`config.mk`:
```
export PLATFORM = sky130hd
export DESIGN_NAME = seq_detector
export DESIGN_NICKNAME = d
export VERILOG_FILES = /design/src/rtl/seq_detector.sv
export SDC_FILE = /design/constraint.sdc
export NUM_CORES = 1
export LEC_CHECK = 0
export ABC_AREA = 1
export CAP_MARGIN = 20
export CORE_AREA = 5 5 42 44
export CTS_BUF_LIST = sky130_fd_sc_hd__clkbuf_16
export CTS_CLUSTER_DIAMETER = 120
export DETAILED_ROUTE_END_ITERATION = 10
export DIE_AREA = 0 0 47 49
export GPL_TIMING_DRIVEN = 0
export MAX_ROUTING_LAYER = met4
export SYNTH_ARGS = -nofsm -noshare
export SYNTH_HDL_FRONTEND = slang
export SYNTH_SLANG_ARGS = --single-unit
```
`constraint.sdc`:
```
create_clock -name clk -period 2.2 [get_ports clk]
set_input_delay 0.44 -clock clk [delete_from_list [all_inputs] [get_ports clk]]
set_output_delay 0.44 -clock clk [all_outputs]
set_load 0.02 [all_outputs]
```
`src/rtl/seq_detector.sv`:
```
// Moore serial pattern detector: w is high for the cycle in which the last PAT_LEN
// sampled bits of serIn equal PATTERN (MSB received first).
module seq_detector #(
    parameter int               PAT_LEN = 4,
    parameter logic [PAT_LEN-1:0] PATTERN = 4'b1111,
    parameter bit               OVERLAP = 1'b1
) (
    input  logic       clk,
    input  logic       rst,
    input  logic       serIn,
    output logic       w,
    output logic [3:0] state_dbg
);

    // State k (0..PAT_LEN-1) = length of the matched pattern prefix; SM = full match.
    localparam logic [3:0] S0 = 4'd0;
    localparam logic [3:0] SM = 4'(PAT_LEN);

    // Pattern bit j in arrival order (j = 0 is the first bit received).
    function automatic logic pat_bit(input int j);
        logic [8:0] pv;
        pv = 9'(PATTERN) >> (PAT_LEN - 1 - j);
        return pv[0];
    endfunction

    // Next-state table indexed by {state, bit}. Each entry is the longest pattern
    // prefix that is a suffix of (matched prefix + new bit), i.e. the KMP failure
    // closure. Unused entries stay 0 so illegal states fall back to S0.
    function automatic logic [127:0] build_tbl();
        logic [127:0] tbl;
        logic [8:0]   s;
        logic [8:0]   sh;
        logic         ok;
        int           k_eff;
        int           n;
        int           best;
        tbl = '0;
        for (int k = 0; k <= PAT_LEN; k++) begin
            for (int b = 0; b < 2; b++) begin
                k_eff = (k == PAT_LEN && OVERLAP == 1'b0) ? 0 : k;
                s = '0;
                for (int i = 0; i < k_eff; i++)
                    s = s | (9'(pat_bit(i)) << i);
                s = s | (9'(b[0]) << k_eff);
                n = k_eff + 1;
                best = 0;
                for (int l = 1; l <= PAT_LEN; l++) begin
                    if (l <= n) begin
                        ok = 1'b1;
                        for (int j = 0; j < l; j++) begin
                            sh = s >> (n - l + j);
                            if (sh[0] != pat_bit(j))
                                ok = 1'b0;
                        end
                        if (ok)
                            best = l;
                    end
                end
                tbl = tbl | (128'(best[3:0]) << ((k * 2 + b) * 4));
            end
        end
        return tbl;
    endfunction

    localparam logic [31:0][3:0] NEXT_TBL = build_tbl();

    logic [3:0] state;
    logic [3:0] next_state;

    always_comb begin
        next_state = NEXT_TBL[{state, serIn}];
    end

    // w is registered from next_state so it is a clean flop output equal to (state == SM).
    always_ff @(posedge clk) begin
        if (!rst) begin
            state <= S0;
            w     <= 1'b0;
        end else begin
            state <= next_state;
            w     <= (next_state == SM);
        end
    end

    assign state_dbg = state;

endmodule

```
### Word-level counts from Yosys, hierarchy flattened

Memory sizes are Yosys's and may differ from the RTL's.
Cells that the tools add are included.

| cells by class | value |
|---|---|
| magnitude comparators | 1 |
| equal/unequal tests | 1 |
| muxes and demuxes | 1 |

Operators with widths:

| operator | number |
|---|---|
| 5-bit by 6-bit less-than comparator with 1-bit output (second input constant) | 1 |
| 4-bit by 3-bit == test with 1-bit output (second input constant) | 1 |
| 4-bit two-way mux | 1 |

| storage, ports and cells | value |
|---|---|
| flip-flop bits (word level) | 5 |
| memory bits (read-only) | 128 |
| input bits | 3 |
| output and inout port bits | 5 |
| logic and storage cells | 6 |
| memories kept | 1 |

Memory list:

| memory | depth | width | rd ports | clocked after Yosys merged registers in | wr ports | RTL line | source |
|---|---|---|---|---|---|---|---|
| (no name shown) | 32 | 4 | 1 | 0 | 0 | 71 | `next_state = NEXT_TBL[{state, serIn}];` |

### Logic depth before layout (Yosys ltp)

| depth | value |
|---|---|
| word-level depth | 3 |
| depth in mapped cells | 4 |
| depth with buffers taken out | 4 |

### Worst setup path after synthesis

No wires, ideal clock.

| path | value |
|---|---|
| path kind | reg-to-output |
| from | register state[2] (netlist: state_dbg[2]) |
| to | output state_dbg[2] |
| arrival time | 456 ps |
| setup slack | 1304 ps |
| stages on the path, launching flop included | 1 |
| buffers on the path | 0 |
| cell sequence | dfxtp_1 |

RTL lines:

| item | RTL line | source |
|---|---|---|
| start: declaration | 67 | `logic [3:0] state;` |
| start signal: assignment | 80 | `state <= next_state;` |
| end: declaration | 12 | `output logic [3:0] state_dbg` |

No word-level cell between the ends.

### Worst setup path after layout

| path | value |
|---|---|
| from | register state[2] (netlist: state_dbg[2]) |
| to | output state_dbg[2] |

No word-level cell between the ends.

==> results.cfg <==
[layout]
final_util_pct = 23.3
stdcell_count = 50
antennaDiodeCount = 0
drive_gt1_share_pct = 20.6
nets = 39
post-route-cell-area_um2 = 327
syn_to_final_growth_pct = 90.5

[worst_setup_path]
end_kind = output port
crit_slowest_cell = clkdlybuf4s50_1
critPathMaxStageDelay_ns = 0.63
cp_top_family = buffers and inverters
path_max_fanout = 4
arrival_ns = 1.22
path_cells = clkdlybuf4s50_1
cp.buffers_inverters = 1
critical_path_class = reg2out
crit_required_ns = 1.76
start_kind = flop

[timing]
slew_viol_final = 0
clock_skew_ns = 0.000477
setup_tns_ns = 0
min_period_ns = 1.66
fmax_ghz = 0.602
rsz0062_at_grt = false
hold_violations = 0
post-route-period-util_pct = 75.5
whs_ns = 0.535
finalSetupViolations = 0
setup_ws_ns = 0.539

[global_route]
track_usage_pct = 4.41
grt_pass1_vias = 167
grt-ovfl-total = 0
grt_first_pass_wirelength_um = 621
grt_max_degree = 5
antenna_found_initial = 0

[drt]
drc_errors = 0
topRoutingLayerUsed = met3
vias = 149
routed_via_density = 2.98
wl_met3_um = 53
drt_iter0_markers = 1
wl_met2_um = 131
ant_nets = 0
wl_per_cell_um = 7.30
met1_length_um = 179
drtPass1Iterations = 3
routed_wl_um = 365

[clock_network]
cts_sinks = 4
ctsHtreeMaxLevel = 1
hold_buffers = 0
clock_latency_ns = 0.22
cts_root_buf = clkbuf_16
cts_setup_buffers = 0
cts_tree = done
clock_path_buffers = 2
clk_pin_slew_worst_paths_ns = 0.03
cts-resized-gates = 0
cts_buffers = 3

[yosys]
ys_seq_area_share_pct = 46.7
synth_top_area_share_pct = 46.7
ys_ff_latch = 4
yosysWarnings = 0
ys_types = 9
synth_area_leader_cell = dfxtp_1
synthTopCellsByArea = dfxtp_1 (47%), nand2_1 (13%), a21oi_1 (8.8%)
synth_area_um2 = 171
synth_nets = 28
postSynthAreaPerCell_um2 = 6.86
synthCells = 25

[power]
pwr-share-clk_pct = 74.6
vdd_drop_max_uv = 194
share_seq_of_total_power_pct = 20.3
power_switching_mw = 0.0604
p_int_mw = 0.316
p_sw_share_pct = 16.0
power_mw = 0.377
p_comb_share_pct = 5.1
p_leak_nw = 0.142
p_per_area_nw_per_um2 = 1150

[floorplanning]
start_util_pct = 12.2
pin_count = 8
rows = 14
die-area_um2 = 2300
core_region_area_um2 = 1400
die_y_um = 49
fp.dieW_um = 47

[worst_hold_path]
hp-class = reg2reg

[status]
status = finished clean

[place]
post-place-ws_ns = 0.771
placed_cell_area_um2 = 251
place.gp.congestion = 0.717
io_buffers = 6
dpl.cell_count = 47
dp_hpwl_um = 271

[run]
cap_violations = 0
## path summary, 6_finish.rpt
path	cells after the start	start	slack (ns)	end
worst max-delay path	1	state_dbg[2]	0.54	state_dbg[2]
worst min-delay path	3	state_dbg[0]	0.54	state_dbg[0]
worst max register to register	4	state_dbg[1]	1.38	w
worst min register to register	3	state_dbg[0]	0.54	state_dbg[0]
## power groups by stage
stage | Sequential (mW) | Combinational (mW) | Clock, mW
finish | 0.0765 | 0.0193 | 0.281
detailed placement | 0.0774 | 0.0193 | 0
floorplan | 0.0796 | 0.00883 | 0
global placement | 0.0774 | 0.0193 | 0
CTS | 0.0764 | 0.0194 | 0.287
global route | 0.0768 | 0.0215 | 0.292
## kinds of logic (layout without fill, tap and decap cells)
logic type | count (synthesis) | count (layout) | share of synthesized area (%)
buf+inv | 6 | 15 | 15.3
other cells | 1 | 1 | 2.19
compound gates | 3 | 3 | 8.76
simple gates | 11 | 11 | 27.0
flops | 4 | 4 | 46.7
## metal layers
metal	vias up	global-route usage [%]
met5	-	-
met4	0	4.15
met3	0	4.43
met2	6	4.75
met1	54	4.19
li1	89	-
## synthesized netlist by cell type, drive strengths merged
master,number
a21oi,3
buf,1
conb,1
dfxtp,4
inv,5
nand2,6
nor2,5
## sequential cells by signal (all words and copies together), names as in the netlist
name and count:
state_dbg 3, w 1
## final cells by class
cell class,instances,area (um^2)
Fill cell,164,1070
Sequential cell,4,80.1
Clock buffer,3,75.1
Multi-Input combinational cell,15,65.1
Timing Repair Buffer,6,60.1
Tap cell,16,20.0
Inverter,5,18.8
Buffer,1,7.51
## placed cells by master, fill, tap and decap left out, drive strengths merged
cell,netlist,layout
a21oi,3,3
buf,1,1
clkbuf,0,3
clkdlybuf4s50,0,6
conb,1,1
dfxtp,4,4
inv,5,5
nand2,6,6
nor2,5,5
No activity file was read; power rests on OpenSTA's default activity.
